--- src/rtl/vga_timing_pkg.sv ---
// Shared timing defaults and counter widths for the VGA sync generator.
// The defaults describe 800x600 at 60 Hz on a 40 MHz pixel clock.
package vga_timing_pkg;

    localparam int DEF_H_VIS  = 800;
    localparam int DEF_H_FP   = 40;
    localparam int DEF_H_SYNC = 128;
    localparam int DEF_H_BP   = 88;
    localparam int DEF_V_VIS  = 600;
    localparam int DEF_V_FP   = 1;
    localparam int DEF_V_SYNC = 4;
    localparam int DEF_V_BP   = 23;

    localparam int H_TOTAL = DEF_H_VIS + DEF_H_FP + DEF_H_SYNC + DEF_H_BP;
    localparam int V_TOTAL = DEF_V_VIS + DEF_V_FP + DEF_V_SYNC + DEF_V_BP;

    localparam int H_W = 11;
    localparam int V_W = 10;
    localparam int F_W = 8;

    // True when val lies in the half-open window [lo, lo+len).
    function automatic logic in_span(input int val, input int lo, input int len);
        return (val >= lo) && (val < lo + len);
    endfunction

endpackage

--- src/rtl/vga_wrap_cnt.sv ---
// Enabled modulo-TOTAL counter; wrap is high in the cycle whose edge returns
// the count to zero, so it can enable the next counter in a chain.
module vga_wrap_cnt #(
    parameter int W     = 11,
    parameter int TOTAL = 1056
) (
    input  logic         clk_in,
    input  logic         rst_n,
    input  logic         en,
    output logic [W-1:0] cnt,
    output logic         wrap
);

    localparam logic [W-1:0] LAST = W'(TOTAL - 1);

    logic [W-1:0] cnt_d;
    logic [W-1:0] cnt_q;

    always_comb begin
        cnt_d = cnt_q;
        wrap  = en && (cnt_q == LAST);
        if (en) begin
            cnt_d = (cnt_q == LAST) ? '0 : cnt_q + W'(1);
        end
    end

    always_ff @(posedge clk_in or negedge rst_n) begin
        if (!rst_n) begin
            cnt_q <= '0;
        end else begin
            cnt_q <= cnt_d;
        end
    end

    assign cnt = cnt_q;

endmodule

--- src/rtl/vga_sync_gen.sv ---
// VGA timing generator: chained h/v wrap counters with a registered decode
// stage, so every output lags the counters by exactly one pixel clock.
module vga_sync_gen
    import vga_timing_pkg::*;
#(
    parameter int H_VIS    = DEF_H_VIS,
    parameter int H_FP     = DEF_H_FP,
    parameter int H_SYNC   = DEF_H_SYNC,
    parameter int H_BP     = DEF_H_BP,
    parameter int V_VIS    = DEF_V_VIS,
    parameter int V_FP     = DEF_V_FP,
    parameter int V_SYNC   = DEF_V_SYNC,
    parameter int V_BP     = DEF_V_BP,
    parameter bit SYNC_POL = 1'b1
) (
    input  logic           clk_in,
    input  logic           rst_n,
    input  logic           en,
    output logic           hsync,
    output logic           vsync,
    output logic           video_on,
    output logic [H_W-1:0] pixel_x,
    output logic [V_W-1:0] pixel_y,
    output logic           line_start,
    output logic           frame_start,
    output logic [F_W-1:0] frame_cnt
);

    localparam int H_TOT = H_VIS + H_FP + H_SYNC + H_BP;
    localparam int V_TOT = V_VIS + V_FP + V_SYNC + V_BP;

    logic [H_W-1:0] h_cnt;
    logic [V_W-1:0] v_cnt;
    logic           h_wrap;
    logic           v_wrap;

    vga_wrap_cnt #(.W(H_W), .TOTAL(H_TOT)) u_h_cnt (
        .clk_in (clk_in),
        .rst_n  (rst_n),
        .en     (en),
        .cnt    (h_cnt),
        .wrap   (h_wrap)
    );

    // The vertical counter only moves on the last pixel of a line.
    vga_wrap_cnt #(.W(V_W), .TOTAL(V_TOT)) u_v_cnt (
        .clk_in (clk_in),
        .rst_n  (rst_n),
        .en     (h_wrap),
        .cnt    (v_cnt),
        .wrap   (v_wrap)
    );

    logic           hsync_d, hsync_q;
    logic           vsync_d, vsync_q;
    logic           video_on_d, video_on_q;
    logic [H_W-1:0] pixel_x_d, pixel_x_q;
    logic [V_W-1:0] pixel_y_d, pixel_y_q;
    logic           line_start_d, line_start_q;
    logic           frame_start_d, frame_start_q;
    logic [F_W-1:0] frame_cnt_d, frame_cnt_q;

    // Held outputs keep their level, but the start pulses drop so a stall
    // never stretches them into a repeated pulse.
    always_comb begin
        hsync_d       = hsync_q;
        vsync_d       = vsync_q;
        video_on_d    = video_on_q;
        pixel_x_d     = pixel_x_q;
        pixel_y_d     = pixel_y_q;
        line_start_d  = 1'b0;
        frame_start_d = 1'b0;
        frame_cnt_d   = v_wrap ? frame_cnt_q + F_W'(1) : frame_cnt_q;
        if (en) begin
            hsync_d       = in_span(int'(h_cnt), H_VIS + H_FP, H_SYNC) ? SYNC_POL : ~SYNC_POL;
            vsync_d       = in_span(int'(v_cnt), V_VIS + V_FP, V_SYNC) ? SYNC_POL : ~SYNC_POL;
            video_on_d    = (int'(h_cnt) < H_VIS) && (int'(v_cnt) < V_VIS);
            pixel_x_d     = h_cnt;
            pixel_y_d     = v_cnt;
            line_start_d  = (h_cnt == '0);
            frame_start_d = (h_cnt == '0) && (v_cnt == '0);
        end
    end

    always_ff @(posedge clk_in or negedge rst_n) begin
        if (!rst_n) begin
            hsync_q       <= ~SYNC_POL;
            vsync_q       <= ~SYNC_POL;
            video_on_q    <= 1'b0;
            pixel_x_q     <= '0;
            pixel_y_q     <= '0;
            line_start_q  <= 1'b0;
            frame_start_q <= 1'b0;
            frame_cnt_q   <= '0;
        end else begin
            hsync_q       <= hsync_d;
            vsync_q       <= vsync_d;
            video_on_q    <= video_on_d;
            pixel_x_q     <= pixel_x_d;
            pixel_y_q     <= pixel_y_d;
            line_start_q  <= line_start_d;
            frame_start_q <= frame_start_d;
            frame_cnt_q   <= frame_cnt_d;
        end
    end

    assign hsync       = hsync_q;
    assign vsync       = vsync_q;
    assign video_on    = video_on_q;
    assign pixel_x     = pixel_x_q;
    assign pixel_y     = pixel_y_q;
    assign line_start  = line_start_q;
    assign frame_start = frame_start_q;
    assign frame_cnt   = frame_cnt_q;

endmodule

--- config.mk ---
export PLATFORM = sky130hd
export DESIGN_NAME = vga_sync_gen
export DESIGN_NICKNAME = d
export VERILOG_FILES = /design/src/rtl/vga_timing_pkg.sv /design/src/rtl/vga_wrap_cnt.sv /design/src/rtl/vga_sync_gen.sv
export SDC_FILE = /design/constraint.sdc
export NUM_CORES = 1
export LEC_CHECK = 0
export BUFFER_PORTS_ARGS = -buffer_cell sky130_fd_sc_hd__buf_2
export CAP_MARGIN = 15
export CORE_ASPECT_RATIO = 0.8
export CORE_MARGIN = 2
export CORE_UTILIZATION = 50
export CTS_BUF_LIST = sky130_fd_sc_hd__clkbuf_16
export DETAILED_ROUTE_END_ITERATION = 12
export GPL_TIMING_DRIVEN = 0
export PLACE_DENSITY = 0.74
export SYNTH_ARGS = -nofsm -noshare
export SYNTH_HDL_FRONTEND = slang
export SYNTH_SLANG_ARGS = --single-unit
--- constraint.sdc ---
create_clock -name clk_in -period 1.7 [get_ports clk_in]
set_input_delay 0 -clock clk_in [delete_from_list [all_inputs] [get_ports clk_in]]
set_output_delay 0 -clock clk_in [all_outputs]
set_load 0.005 [all_outputs]
# Word level (Yosys, flattened, before mapping)
# Cells that the tools add are included.
[classes]
n_mux = 6
add_sub_neg = 3
reduce_logical = 8
magnitude_cmp = 6
eq_ne = 2
[op_table]
columns = ["op", "count"]
rows = [
  ["less-than comparator 11 x 10 -> 1 bit, second input constant", 2],
  ["less-than comparator 10 bit, second input constant", 2],
  ["adder 11 x 1 -> 11 bit, second input constant", 1],
  ["== test 11 bit, second input constant", 1],
  [">= comparator 11 x 10 -> 1 bit, second input constant", 1],
  ["logical NOT 11 bit", 1],
  ["two-way mux 11 bit", 1],
  ["adder 10 x 1 -> 10 bit, second input constant", 1],
  ["== test 10 bit, second input constant", 1],
  [">= comparator 10 bit, second input constant", 1],
  ["logical NOT 10 bit", 1],
  ["two-way mux 10 bit", 1],
  ["adder 8 x 1 -> 8 bit, second input constant", 1],
  ["logical AND 1 bit", 6],
  ["two-way mux 1 bit", 4],
]
[totals]
ff_bits = 55
output_inout_bits = 34

# Depth between registers and ports, before layout
# Gate-level depths: netlist of run 1.
[depth]
ltp_word = 3
mapped_depth = 7

# Modules after synthesis
# A second synthesis of run 1 with hierarchy kept.
[unflattened]
hier_cells = 207
hier_area_um2 = 2476.1
[by_module_without_submodules]
columns = ["mod", "area_each_um2", "cells_per_inst", "n_inst"]
rows = [
  ["vga_sync_gen", 1411.4, 104, 1],
  ["vga_wrap_cnt at u_h_cnt", 554.3, 53, 1],
  ["vga_wrap_cnt at u_v_cnt", 510.5, 50, 1],
]

# Worst setup path after synthesis of run 1
# Ideal clock, no wire load.
[synth_path]
path_type = "reg-to-reg"
from = "register u_v_cnt.cnt_q[0] (netlist: u_v_cnt.cnt[0])"
to = "register frame_cnt_q[1] (netlist: frame_cnt[1])"
path_stages_with_launch = 6
setup_time_ns = 0.125
path_slack_ns = -0.133
arrival_time_ns = 1.709
required_ns = 1.575
cell_sequence = "dfrtp_1 -> ha_1 -> nor4bb_1 -> nand3_1 -> nor2_1 -> mux2_2"
[synth_via]
elab_chain_cells = 2
[synth_rtl]
columns = ["item", "line", "rtl"]
rows = [
  ["start, declared", "vga_wrap_cnt.sv:17", "logic [W-1:0] cnt_q;"],
  ["start signal, assigned", "vga_wrap_cnt.sv:31", "cnt_q <= cnt_d;"],
  ["== test 10 bit", "vga_wrap_cnt.sv:21", "wrap = en && (cnt_q == LAST);"],
  ["logical AND 1 bit", "vga_wrap_cnt.sv:21", ""],
  ["end signal, assigned", "vga_sync_gen.sv:103", "frame_cnt_q <= frame_cnt_d;"],
  ["end, declared", "vga_sync_gen.sv:61", "logic [F_W-1:0] frame_cnt_d, frame_cnt_q;"],
]
# No other way between the ends.
# A chain may end at the register's enable or synchronous reset.

# Worst setup path in the final report of run 1
[layout_path]
from = "register u_v_cnt.cnt_q[1] (netlist: u_v_cnt.cnt[1])"
to = "register frame_cnt_q[1] (netlist: frame_cnt[1])"
# The elaborated chain is that of the path after synthesis.

==> results of run 1 <==
-- report_power, final --
| part | switching [W] | internal, W |
|---|---|---|
| Sequential | 0.000106 | 0.00144 |
| Combinational | 0.000237 | 0.000235 |
| Clock | 0.000433 | 0.000531 |
| Total | 0.000776 | 0.00221 |
-- sequential cells by signal (all words and copies together), names as in the netlist --
| register | flops |
|---|---|
| u_h_cnt.cnt | 11 |
| frame_cnt | 8 |
| frame_start | 1 |
| vsync | 1 |
| u_v_cnt.cnt | 10 |
| pixel_y | 10 |
| hsync | 1 |
| video_on | 1 |
| pixel_x | 11 |
| line_start | 1 |
-- routing by layer --
| layer | wire length, um | global-route usage (%) | up-vias |
|---|---|---|---|
| met4 | 85 | 7.661 | 0 |
| met3 | 248 | 4.584 | 9 |
| li1 | - | - | 901 |
| met5 | 0 | 0 | - |
| met1 | 2572 | 28.21 | 907 |
| met2 | 2223 | 27.08 | 41 |
-- through the flow --
stage | power [W] | std cells | TNS (ns) | util (%)
2_1_floorplan | 0.001820 | 220 | 0 | -
3_3_place_gp | 0.001964 | 317 | -0.5570 | 57.05
3_5_place_dp | 0.001999 | 318 | -0.7860 | 57.45
4_1_cts | 0.003002 | 329 | -0.004740 | 61.85
5_1_grt | 0.003129 | 340 | -0.5786 | 64.92
6_report | 0.002982 | 340 | -0.06841 | 64.92
-- cell type report --
class | instances | area [um2] | share of cell area [%]
Tap cell | 62 | 77.57 | 2.400
Inverter | 8 | 30.03 | 0.9292
Buffer | 13 | 88.84 | 2.749
Multi-Input combinational cell | 144 | 1211 | 37.48
Clock inverter | 3 | 11.26 | 0.3484
Clock buffer | 5 | 125.1 | 3.871
Timing Repair Buffer | 50 | 302.8 | 9.369
Sequential cell | 55 | 1385 | 42.86
-- layout by cell type (no fill, tap or decap), types with 2 or more instances in the layout --
master,count
mux2_2,23
buf_4,16
buf_2,39
clkinv_1,2
or3_1,2
xor2_1,10
and3_1,2
nor3_1,7
nor4_4,3
nand3_1,12
dfrtp_2,7
nand3_4,2
nor2_4,2
and4_1,4
inv_1,9
mux2i_1,3
nor2_1,9
clkbuf_1,2
dfrtp_1,48
ha_1,4
a21oi_1,7
nand4_1,9
o21ai_0,8
xnor2_1,9
nand2_1,9
clkbuf_16,5
buf_6,3
-- repair_timing --
item	4_1_cts	5_1_grt
hold buffers	1	0
gates cloned	0	0
endpoints found under the hold margin	20	0
buffers inserted	2	11
endpoints found under the setup margin	10	13
resized for setup	15	18
pin swaps	3	9
-- cells in the mapped netlist (all sizes together) --
master,count,share of area (%)
dfrtp,55,54
mux2,24,11
nand3,14,2.7
nor2,11,1.6
buf,10,2.3
nand4,10,3.0
xor2,10,3.4
nand2,9,1.3
o21ai,9,1.8
xnor2,9,3.1
inv,8,1.2
nor3,8,2.0
a21oi,7,1.4
ha,6,2.9
and4,5,1.8
nor4,4,1.2
clkbuf,3,0.44
mux2i,3,1.2
a31oi,2,0.49
and3,2,0.49
or3,2,0.49
a211oi,1,0.29
and2,1,0.24
nand2b,1,0.24
nor3b,1,0.49
nor4bb,1,0.39
o2111ai,1,0.34
o31ai,1,0.29
or2,1,0.24
or4b,1,0.39
-- worst max-delay path, stage by stage (launching register included) --
cell	delay [ns]
dfrtp_2	0.42
ha_4	0.17
nor4bb_4	0.28
buf_4	0.18
nand3_4	0.12
nor2_4	0.15
mux2_4	0.30
-- kinds of logic (layout without fill, tap and decap cells) --
kind of cell    after synthesis  in the layout  share of synthesized area, %
compound gates               21             21                         4.541
xor+xnor                     19             19                         6.494
fa+ha+maj                     6              6                         2.930
buf+inv                      21             79                         3.906
flops                        55             55                         53.71
mux                          27             27                         11.72
simple gates                 71             71                         16.70
-- worst paths after layout --
kind	depth (start not counted)	slack (ns)	to
worst max-delay path	6	-0.04	frame_cnt[1]
worst min-delay path	3	0.09	u_h_cnt.cnt[4]
worst max register to register	6	-0.04	frame_cnt[1]
worst min register to register	1	0.47	frame_cnt[7]
max in group asynchronous	3	0.95	u_h_cnt.cnt[6]
min in group asynchronous	2	0.20	pixel_y[1]
==> impl_metrics.yaml, run 1 <==
timing:
  rsz0062_at_grt: "true"
  drv_slew: 0
  final.setup.worst_slack_ns: -0.03827
  period_share_pct: 102.3
  whs_ns: 0.09240
  skew_ns: 0.006533
  fmax_mhz: 575.3
  max_slew.worst_pin.slew_ns: 0.5787
  period_minus_slack_ns: 1.738
  relSlewSlack_pct: 61.42
  hold_violations: 0
  finalSetupViolations: 2
clock_tree:
  root_buffer: "clkbuf_16"
  cts_max_path_buffers: 2
  cts_htree_levels: 2
  cts_num_sinks: 55
  clk_latency_ns: 0.29
  cts_made_buffers: 5
  cts_tree: "built"
  path_clk_slew_ns: 0.07
yosys:
  synth_seq_cells: 55
  synth_area_per_cell_um2: 11.65
  syn_area_um2: 2562
  netlist_instances: 220
  ys_warn_count: 0
  synth_nets: 229
  synthDistinctLibCells: 36
  ys_seq_area_share_pct: 53.71
power:
  power.density_nw_per_um2: 922.6
  ir_drop_mv: 0.6315
  power.static_leakage_nw: 1.565
detailed_routing:
  ant_nets: 0
  drc_errors: 0
  via_per_inst: 5.465
  drt_pass1_iterations: 4
  vias: 1858
  totalWireLength_um: 5129
  drt-initial-drc-count: 132
  wl_per_cell_um: 15.09
floorplanning:
  die_x_um: 84.04
  start_util_pct: 51.47
  rows: 23
  design.core.area_um2: 4979
  pin_count: 37
  die-area_um2: 5717
  die_y_um: 68.03
critical_path:
  arrival_ns: 1.91
  critPathKind: "reg2reg"
  endpoint_kind: "flip-flop"
  r2r-start: "u_v_cnt.cnt[1]"
  crit_fanout: 6
  start_kind: "flip-flop"
  required_ns: 1.88
  critPathLaunch: "u_v_cnt.cnt[1]"
min_path:
  hold_path_class: "in2reg"
  hold_start: "en"
global_route:
  grt_max_degree: 36
  antenna_found_initial: 0
  grt_pass1_vias: 1675
  track_usage_pct: 19.09
  grt_pass1_wl_um: 8500
  overflow: 0
cells_and_area:
  fillCellCount: 407
  nNetsFinal: 286
  fin_area_um2: 3232
  n_antenna_cell: 0
  layout-drive-gt1-share_pct: 40.29
  syn_to_final_growth_pct: 26.12
placement:
  gp_congestion: 0.7867
  port_buffers: 35
  placedInstanceArea_um2: 2860
  place_ws_ns: -0.1964
  hpwl_um: 3486
outcome:
  status: "finished with violations"
  violations: "setup timing"
flow_run:
  cap_violations: 0
Power figures use the tool's default switching activity.
==> inputs of run 2 (changes only) <==
- PLACE_DENSITY: 0.74 -> 0.71
- clock period: 1.7 -> 2.1 ns (I/O delays scaled with it)
==> run 2 against run 1 <==
  * The run now ends clean
  * Global-route usage down 0.96 points
  * Power down 21%
  * Clock power down 19%
  * Maximum frequency down 11%
  * Final cell count down 4.1%
==> impl_metrics.yaml, run 2 (synthesized netlist as in run 1, its figures left out) <==
clock_tree:
  cts_made_buffers: 5
  cts_tree: "built"
  clk_latency_ns: 0.29
  cts_max_path_buffers: 2
  cts_num_sinks: 55
  root_buffer: "clkbuf_16"
  post_cts_buffers: 0
  cts_htree_levels: 2
  path_clk_slew_ns: 0.07
power:
  swShare_pct: 25.98
  net-switching-power_w: 0.0006144
  sequentialPowerShare_pct: 52.6
  comb_power_share_pct: 14.5
  power.density_nw_per_um2: 783.4
  power.static_leakage_nw: 1.468
  clkPwrFrac_pct: 32.8
  ir_drop_mv: 0.4089
  p_int_w: 0.001751
global_route:
  track_usage_pct: 18.13
  grt_max_degree: 35
  grt_pass1_wl_um: 8093
  overflow: 0
  antenna_found_initial: 0
  grt_pass1_vias: 1659
floorplanning:
  start_util_pct: 51.47
  pin_count: 37
  die_x_um: 84.04
  die-area_um2: 5717
  design.core.area_um2: 4979
  die_y_um: 68.03
  rows: 23
critical_path:
  arrival_ns: 2.17
  start_kind: "flip-flop"
  endpoint_kind: "flip-flop"
  critPathKind: "reg2reg"
  crit_fanout: 6
  required_ns: 2.31
timing:
  relSlewSlack_pct: 62.47
  period_share_pct: 93.00
  skew_ns: 0.004439
  finalSetupViolations: 0
  period_minus_slack_ns: 1.953
  hold_violations: 0
  fmax_mhz: 512.0
  drv_slew: 0
  max_slew.worst_pin.slew_ns: 0.5629
  setup_tns_ns: 0
detailed_routing:
  ant_nets: 0
  drt-initial-drc-count: 108
  vias: 1784
  totalWireLength_um: 4854
  via_per_inst: 5.472
  wl_per_cell_um: 14.89
  drc_errors: 0
  drt_pass1_iterations: 4
cells_and_area:
  n_antenna_cell: 0
  final-seq-area_um2: 1376
  final_common_cell: "dfrtp_1"
  layout-drive-gt1-share_pct: 32.58
  multi_input_area_um2: 1126
  syn_to_final_growth_pct: 17.82
  fin_cells: 326
  nNetsFinal: 273
  final_cell_mix: "55 x dfrtp_1, 43 x buf_2, 24 x mux2_2"
  final_util_pct: 60.64
  fillCellCount: 421
placement:
  gp_congestion: 0.8178
  hpwl_um: 3471
  place_inst: 318
  port_buffers: 35
outcome:
  status: "finished clean"
min_path:
  hold_path_class: "in2reg"
flow_run:
  cap_violations: 0
==> run 2: cell count changes in the layout (fill, tap and decap cells not counted), sizes merged <==
| cell | previous run | this run |
|---|---|---|
| buf | 59 | 46 |
| inv | 9 | 8 |
==> run 2: final timing paths <==
path	from	to	slack (ns)	cells after the start
setup / recovery	u_v_cnt.cnt[0]	frame_cnt[5]	0.15	5
hold / removal	en	u_h_cnt.cnt[4]	0.09	3
setup reg to reg	u_v_cnt.cnt[0]	frame_cnt[5]	0.15	5
hold reg to reg	frame_cnt[7]	frame_cnt[7]	0.46	1
max in group asynchronous	rst_n	u_h_cnt.cnt[6]	1.34	3
min in group asynchronous	rst_n	pixel_y[2]	0.22	2
==> run 2: cell type report <==
| cell class | count | area share [%] |
|---|---|---|
| well taps | 62 | 2.569 |
| repair buffers | 37 | 6.797 |
| plain buffers | 13 | 2.321 |
| flip-flops and latches | 55 | 45.59 |
| clock inverters | 2 | 0.2901 |
| multi-input cells | 144 | 37.30 |
| inverters | 8 | 0.9946 |
| clock buffers | 5 | 4.144 |
==> run 2: layer usage <==
metal	up-vias	share of wire [%]	global-route usage [%]
met3	2	3.9	3.981
met2	32	43	25.40
met5	-	0	0
li1	872	-	-
met4	0	0.70	6.452
met1	878	53	27.63
==> run 2: worst max-delay path, stage by stage, from the launching register on <==
cell	delay, ns
dfrtp_1	0.43
ha_1	0.28
nor4bb_4	0.39
nand3_1	0.26
nor4_2	0.35
xor2_1	0.17
==> run 2: repair_timing <==
action                                  in CTS  in global routing
hold buffers                                 1                  0
gates cloned                                 0                  0
gates resized for setup                      2                  4
endpoints found under the setup margin       1                  2
pin swaps                                    1                  0
hold endpoints to repair                    21                  0
==> run 2: stage by stage <==
stage / setup slack [ns] / cell area (um2) / total power, W / hold slack, ns
5_1_grt: -0.03630 / 3019 / 0.002492 / 0.09530
3_5_place_dp: -0.05433 / 2835 / 0.001609 / 0.01038
3_3_place_gp: -0.02021 / 2815 / 0.001590 / 0.3173
4_1_cts: 0.06978 / 2990 / 0.002385 / 0.08813
6_report: 0.1470 / 3019 / 0.002365 / 0.09166
2_1_floorplan: 0.2667 / 2562 / 0.001473 / -0.2956
==> run 2: power groups by stage <==
stage	clock network, W	logic [W]	registers [W]
6_report	0.000777	0.000344	0.00124
5_1_grt	0.000843	0.000387	0.00126
3_5_place_dp	0	0.000346	0.00126
2_1_floorplan	0	0.000220	0.00125
4_1_cts	0.000793	0.000349	0.00124
3_3_place_gp	0	0.000331	0.00126
==> inputs of run 3 (changes only) <==
- REMOVE_ABC_BUFFERS: not set -> 1
==> run 3 against run 2 <==
  * Critical endpoint is now frame_cnt[1]
  * Sequential power up 3%
  * Clock skew up 0.0030 ns
  * Clock-buffer cell count unchanged
==> impl_metrics.yaml, run 3 (synthesized netlist as in run 1, its figures left out) <==
critical_path:
  cpPeakStageDelay_ns: 0.45
  crit_fanout: 7
  crit_family: "simple AND/OR/NAND/NOR gates"
  start_kind: "flip-flop"
  endpoint_kind: "flip-flop"
  critPathKind: "reg2reg"
  path_cells: "ha_1 -> nor4bb_4 -> nand3_2 -> nor2_1 -> mux2_2"
  crit_path_top_delay_cell: "dfrtp_1"
  required_ns: 2.27
  path_buf_inv: 0
  arrival_ns: 2.12
floorplanning:
  pin_count: 37
  die_y_um: 68.03
  start_util_pct: 51.47
  die-area_um2: 5717
  rows: 23
  die_x_um: 84.04
  design.core.area_um2: 4979
detailed_routing:
  wl_per_cell_um: 14.48
  drt-initial-drc-count: 124
  drt_pass1_iterations: 4
  drc_errors: 0
  vias: 1745
  via_per_inst: 5.557
  totalWireLength_um: 4546
  ant_nets: 0
timing:
  skew_ns: 0.007455
  period_share_pct: 92.87
  hold_violations: 0
  max_slew.worst_pin.slew_ns: 0.6518
  whs_ns: 0.2265
  setup_tns_ns: 0
  finalSetupViolations: 0
  relSlewSlack_pct: 56.54
  drv_slew: 0
  period_minus_slack_ns: 1.950
  fmax_mhz: 512.8
clock_tree:
  root_buffer: "clkbuf_16"
  post_cts_buffers: 0
  clk_latency_ns: 0.29
  cts_made_buffers: 5
  path_clk_slew_ns: 0.07
  cts_num_sinks: 55
  cts_max_path_buffers: 2
  cts_tree: "built"
  cts_htree_levels: 2
global_route:
  grt_use_met3_pct: 5.187
  top_usage_layer: "met1"
  track_usage_pct: 17.18
  antenna_found_initial: 0
  grt_util_met1_pct: 26.44
  grt_max_degree: 35
  grt_pass1_vias: 1548
  overflow: 0
  grt_pass1_wl_um: 7700
  met2_usage_pct: 23.51
placement:
  gp_congestion: 0.8611
  port_buffers: 36
  placedInstanceArea_um2: 2770
  hpwl_um: 3146
flow_run:
  cap_violations: 0
outcome:
  status: "finished clean"
cells_and_area:
  final_util_pct: 59.44
  final_cell_mix: "55 x dfrtp_1, 36 x buf_2, 24 x mux2_2"
  n_antenna_cell: 0
  fin_area_um2: 2959
  nNetsFinal: 261
  syn_to_final_growth_pct: 15.48
  layout-drive-gt1-share_pct: 29.76
  final_common_cell: "dfrtp_1"
power:
  power.static_leakage_nw: 1.432
  ir_drop_mv: 0.5055
  p_total_w: 0.002453
  power.density_nw_per_um2: 828.9
min_path:
  hold_path_class: "in2async"
## run 3: cell count changes in the layout (fill, tap and decap cells not counted), sizes merged
cell / before / now
bufinv: 0 / 1
clkinv: 2 / 0
buf: 46 / 37
inv: 8 / 9
clkbuf: 8 / 5
## run 3: timing repair
| action | CTS | global route |
|---|---|---|
| endpoints found under the setup margin | 0 | 2 |
| resized for setup | 0 | 3 |
| hold buffers | 1 | 0 |
| endpoints found under the hold margin | 22 | 0 |
## run 3: worst paths after layout
| check | start | slack [ns] | cells past startpoint | to |
|---|---|---|---|---|
| worst max-delay path | u_v_cnt.cnt[0] | 0.15 | 5 | frame_cnt[1] |
| worst min-delay path | rst_n | 0.23 | 2 | pixel_y[3] |
| worst max register to register | u_v_cnt.cnt[0] | 0.15 | 5 | frame_cnt[1] |
| worst min register to register | frame_cnt[7] | 0.47 | 1 | frame_cnt[7] |
| max in group asynchronous | rst_n | 1.33 | 3 | u_h_cnt.cnt[4] |
| min in group clk_in | en | 0.27 | 3 | u_h_cnt.cnt[0] |
## run 3: final cells by class
cell class	instances	area (um2)
tap	62	77.57
clock inverter	2	33.78
fill	426	2019
multi-input combinational	144	1106
sequential	55	1376
clock buffer	5	125.1
timing repair buffer	38	210.2
inverter	8	30.03
## run 3: per-layer routing
layer / vias to the layer above / part of all wire [%] / routed length (um)
li1: 843 / - / -
met1: 853 / 51 / 2302
met2: 47 / 43 / 1957
met3: 2 / 5.6 / 254
met4: 0 / 0.70 / 32
met5: - / 0 / 0
## run 3: stage by stage
stage	cells	setup slack, ns
final	314	0.1498
after detailed placement	306	0.01051
after global placement	305	0.03330
after CTS	314	0.01586
after global routing	314	-0.01162
after floorplan	207	0.2668
## run 3: power by group
part / switching, W / total [W] / internal [W]
Clock: 0.000341 / 0.000892 / 0.000551
Combinational: 0.000132 / 0.000278 / 0.000147
Sequential: 0.000122 / 0.00128 / 0.00116
